<file path="config.mk">
export PLATFORM = sky130hd
export DESIGN_NAME = planificador_demux
export DESIGN_NICKNAME = d
export VERILOG_FILES = /design/src/rtl/demux_pkg.sv /design/src/rtl/arbitro_rr.sv /design/src/rtl/planificador_demux.sv
export SDC_FILE = /design/constraint.sdc
export NUM_CORES = 1
export LEC_CHECK = 0
export CAP_MARGIN = 20
export CORE_UTILIZATION = 49
export DETAILED_ROUTE_END_ITERATION = 7
export PLACE_DENSITY_LB_ADDON = 0.2
export SETUP_SLACK_MARGIN = 0.4
export SYNTH_ARGS = -nofsm -noshare
export SYNTH_HDL_FRONTEND = slang
export SYNTH_HIERARCHICAL = 1
export SYNTH_SLANG_ARGS = --single-unit
</file>
<file path="constraint.sdc">
create_clock -name clk -period 3.6 [get_ports clk]
set_input_delay 0.72 -clock clk [delete_from_list [all_inputs] [get_ports clk]]
set_output_delay 0.72 -clock clk [all_outputs]
set_load 0.005 [all_outputs]
</file>
<file path="src/rtl/demux_pkg.sv">
// Shared types and constants for the round-robin demultiplexer scheduler.
// Every other file in this block imports this package.
package demux_pkg;

    localparam int NUM_DEST = 4;
    localparam int ANCHO    = 4;
    localparam int PTR_W    = $clog2(NUM_DEST);

    localparam logic [2:0] SEL_INACTIVO = 3'b100;

    typedef enum logic [1:0] {
        REPOSO,
        BUSCA,
        ENVIA
    } estado_t;

    function automatic logic [NUM_DEST-1:0] one_hot(input logic [PTR_W-1:0] idx);
        logic [NUM_DEST-1:0] v;
        v      = '0;
        v[idx] = 1'b1;
        return v;
    endfunction

endpackage

</file>
<file path="src/rtl/arbitro_rr.sv">
// Combinational round-robin pick: the first enabled destination after puntero.
// The scan order is puntero+1, puntero+2, ... modulo NUM_DEST.
module arbitro_rr
    import demux_pkg::*;
(
    input  logic [NUM_DEST-1:0] habilita,
    input  logic [PTR_W-1:0]    puntero,
    output logic [PTR_W-1:0]    index,
    output logic                hay_destino
);

    logic [PTR_W-1:0] cand;

    // NOTE: give every combinational output a default before the loop so that no latch is inferred.
    always_comb begin
        index       = '0;
        hay_destino = 1'b0;
        cand        = '0;
        // Walk from the farthest offset to the nearest so the closest enabled
        // destination is written last and wins. Offset NUM_DEST wraps back to puntero.
        for (int k = NUM_DEST; k >= 1; k--) begin
            cand = puntero + PTR_W'(k);
            if (habilita[cand]) begin
                index       = cand;
                hay_destino = 1'b1;
            end
        end
    end

endmodule

</file>
<file path="src/rtl/planificador_demux.sv">
// Scheduler that holds one source word and delivers it to a round-robin-chosen
// destination through a demultiplexer select; it counts completed transfers.
module planificador_demux
    import demux_pkg::*;
(
    input  logic                clk,
    input  logic                rst_n,
    input  logic [ANCHO-1:0]    x,
    input  logic                valido,
    output logic                listo,
    input  logic [NUM_DEST-1:0] habilita,
    input  logic [NUM_DEST-1:0] listo_dest,
    output logic [2:0]          selector,
    output logic [ANCHO-1:0]    dato,
    output logic [NUM_DEST-1:0] valido_dest,
    output logic [7:0]          cuenta
);

    estado_t          estado;
    logic [PTR_W-1:0] puntero;
    logic [PTR_W-1:0] pick;
    logic             hay_destino;
    logic [PTR_W-1:0] sel_idx;

    arbitro_rr u_arbitro (
        .habilita    (habilita),
        .puntero     (puntero),
        .index       (pick),
        .hay_destino (hay_destino)
    );

    assign sel_idx = selector[PTR_W-1:0];

    // Listo stays combinational so a source sees acceptance in the same cycle;
    // it is gated by rst_n so that it reads 0 for as long as reset is held.
    assign listo = rst_n && (estado == REPOSO) && (habilita != '0);

    // NOTE: state registers use non-blocking assignments so every flop samples pre-edge values.
    always_ff @(posedge clk or negedge rst_n) begin
        if (!rst_n) begin
            estado      <= REPOSO;
            puntero     <= PTR_W'(NUM_DEST - 1);
            selector    <= SEL_INACTIVO;
            valido_dest <= '0;
            dato        <= '0;
            cuenta      <= '0;
        end else begin
            case (estado)
                REPOSO: begin
                    if (valido && listo) begin
                        dato   <= x;
                        estado <= BUSCA;
                    end
                end
                BUSCA: begin
                    if (hay_destino) begin
                        selector    <= {1'b0, pick};
                        valido_dest <= one_hot(pick);
                        estado      <= ENVIA;
                    end
                end
                ENVIA: begin
                    if (listo_dest[sel_idx]) begin
                        puntero     <= sel_idx;
                        cuenta      <= cuenta + 8'd1;
                        selector    <= SEL_INACTIVO;
                        valido_dest <= '0;
                        estado      <= REPOSO;
                    end else if (!habilita[sel_idx]) begin
                        // Destination withdrawn: keep the word and re-arbitrate from the old pointer.
                        selector    <= SEL_INACTIVO;
                        valido_dest <= '0;
                        estado      <= BUSCA;
                    end
                end
                default: begin
                    selector    <= SEL_INACTIVO;
                    valido_dest <= '0;
                    estado      <= REPOSO;
                end
            endcase
        end
    end

endmodule

</file>
==> metrics.md <==
| Metric | Value |
|---|---|
| CTS root buf | `clkbuf_4` |
| Unique cell type count in the Yosys netlist | `34` |
| Maximum vdd ir drop | `0.000426 V` |
| Fin cells | `177` |
| Num rows | `17` |
| Class of the tightest hold or removal check | `reg2reg` |
| Post-CTS Setup Bufs | `0` |
| Die H | `50.9 um` |
| Syn_nets | `130` |
| Initial DRC count | `35` |
| WL/cell | `around 15 um` |
| RSZ-0062 raised after global routing | `no` |
| CTS H-tree lvls | `1` |
| Drc violations | `0` |
| Total wire length | `~2600 um` |
| Core Box Area | `roughly 0.0022 mm2` |
| Register area share after synthesis | `49.5%` |
| Outcome | `finished, final reports clean` |
| Hold_buf cts | `0` |
| Initial antenna violation count | `0` |
| Cells along the critical path | `clkdlybuf4s50_1, o41ai_1, nor3_1, clkdlybuf4s50_1` |
| Port Buffers | `34` |
| First-pass GRT wire length | `about 4300 um` |
| Post-Place Cells | `173` |
| Startpoint types | `input port` |
| NumNets Final | `166` |
| Starting Density | `52.4%` |
| Hpwl dp | `1890 um` |
| Mapped cell area | `0.00117 mm2` |
| Critical path's largest stage delay | `0.53 ns` |
| Largest net degree at the start of global routing | `24` |
| Gr ovfl total | `0` |
| Leakage | `about 0.65 nW` |
| Critical path required time | `2.88 ns` |
| CTS tree | `built` |
| Slew at the pin with the worst max-slew slack | `0.455 ns` |
| Crit. End Element | `output pin` |
| Most Frequent Cell on Critical Path | `clkdlybuf4s50_1` |
| GRT Util Overall | `22.8%` |
| Commonest non-fill, non-tap cell in the layout | `clkdlybuf4s50_1` |
| Most frequent cells in the layout | `clkdlybuf4s50_1, nand2_1, dfrtp_1, o21ai_0` |
| Number of max-cap violations | `0` |
| Setup TNS | `0 ns` |
| Syn_area_per_cell | `a little over 10 um2` |
| Drt pass-1 iters | `6` |
| Final period util | `approximately 86%` |
| Slowest CP cell | `clkdlybuf4s50_1` |
| Die W | `between 50 and 60 um` |
| Post-Synthesis Cells | `114` |
| Layout cell share with drive strength beyond 1 | `11.4%` |
| DRT antenna net count | `0` |
| Clock slew at reported path FFs | `0.13 ns` |
| Crit Path Class | `in2out` |
| Antenna cells | `0` |
| Maximum fanout along the worst path | `7` |
| I/O Pins | `35` |
| CTS resizes | `0` |
| DIE AREA | `0.00259 mm2` |
| Clock buffer depth | `2` |
| Seq cells post-synth | `23` |
| Clk sinks | `23` |
| Slew Limit Fails | `0` |
| Fin. Hold Viols | `0` |
| Final setup viols | `0` |
| Number of CTS-inserted buffers | `3` |
| CP arrival | `2.37 ns` |
| Vias | `989` |
| Area Overhead vs Synth | `33.0%` |
| Synth Warn # | `6` |
| Post-DR vias/cell | `5.59` |
| Minimum clock period | `3.09 ns` |
| FMAX | `approximately 320 MHz` |
| Pwr Density | `681 mW/mm2` |
| Clock latency on the worst-skew pair | `0.32 ns` |
| Max transition margin | `between 60 and 70%` |
| Clock skew | `about 0.006 ns` |
| Vias in the first global route | `940` |
| Gpl congestion | `0.759` |
[synth_stat cells]
cell      number  area (um2)
or4_1          1        7.51
mux2i_1        2        20.0
a31oi_1        1        6.26
dfstp_2        3        78.8
nand2_1       20        75.1
nor3_1         2        10.0
o41ai_1        1        8.76
a21oi_1        6        30.0
mux2_2         4        45.0
a32oi_1        1        8.76
o221ai_2       1        15.0
xor2_1         1        8.76
buf_2          1        5.00
clkbuf_1       2        7.51
o311ai_1       1        8.76
nand4_1        4        25.0
a32o_1         1        10.0
buf_6          1        11.3
nor2_1         5        18.8
o21ai_0        8        40.0
o22ai_1        1        6.26
nand2b_1       3        18.8
inv_1          5        18.8
nor3b_2        1        12.5
ha_1           1        12.5
nand3_1        2        10.0
nor3b_1        2        15.0
xnor2_1        6        52.6
and2b_1        1        7.51
mux4_2         2        45.0
dfrtp_1       20         500
and3_1         2        12.5
and4_1         1        8.76
a21oi_2        1        8.76
[critical path, delay by kind of cell]
kind	cells	cell delay (ns)
compound gates	1	0.52
buf+inv	2	1.00
simple gates	1	0.13
[cell type report]
cell class | instances | area (um2)
fill | 188 | 677
sequential | 23 | 579
multi-input combinational | 82 | 548
timing repair buffer | 35 | 348
tap | 28 | 35.0
clock buffer | 3 | 22.5
inverter | 5 | 18.8
clock inverter | 1 | 5.00
[flip-flops by register name, summed over array words and instances, names as in the netlist]
name,cells
cuenta,8
dato,4
estado,2
puntero,2
selector,3
valido_dest,4
[path summary, 6_finish.rpt]
| kind | from | cells after the start | endpoint | slack (ns) |
|---|---|---|---|---|
| setup / recovery | habilita[1] | 4 | listo | 0.51 |
| setup reg to reg | selector[0] | 4 | valido_dest[3] | 1.82 |
| min in group asynchronous | rst_n | 2 | dato[3] | 0.81 |
| hold reg to reg | cuenta[7] | 1 | cuenta[7] | 0.48 |
| max in group asynchronous | rst_n | 2 | puntero[0] | 2.51 |
| hold / removal | cuenta[7] | 1 | cuenta[7] | 0.48 |
[cells by family (layout without fill, tap and decap cells)]
| logic type | count (synthesis) | after routing | synth area share, % |
|---|---|---|---|
| and+or+nand+nor | 44 | 44 | 18.9 |
| DFF | 23 | 23 | 49.5 |
| AOI/OAI and AO/OA | 22 | 22 | 12.2 |
| buffers and inverters | 9 | 44 | 3.64 |
| muxes | 8 | 8 | 9.41 |
| xor gates and xnor gates | 7 | 7 | 5.24 |
| adders and majority gates | 1 | 1 | 1.07 |
[through the flow]
step	cell area, um2	setup slack (ns)	hold WS, ns	util [%]	power, mW
6_report	1560	0.505	0.480	69.7	1.06
3_3_place_gp	1530	0.619	0.457	68.5	0.921
4_1_cts	1560	0.537	0.487	69.7	1.06
3_5_place_dp	1530	0.551	0.469	68.5	0.937
5_1_grt	1560	0.464	0.511	69.7	1.13
2_1_floorplan	1170	1.74	0.424	-	0.704
[report_power, final]
part	leakage (nW)	internal [mW]	switching, mW
clock network	0.0177	0.0417	0.0820
logic	0.341	0.272	0.181
registers	0.290	0.365	0.117
[per-layer routing]
layer,part of all wire (%),GRT usage (%),wire length [um],vias to the layer above
met5,0,0,0,-
met4,1.9,11.1,50,0
met3,3.8,3.27,99,4
met2,45,35.6,1180,29
met1,49,31.2,1270,481
li1,-,-,-,475
No activity file was read; power rests on OpenSTA's default activity.
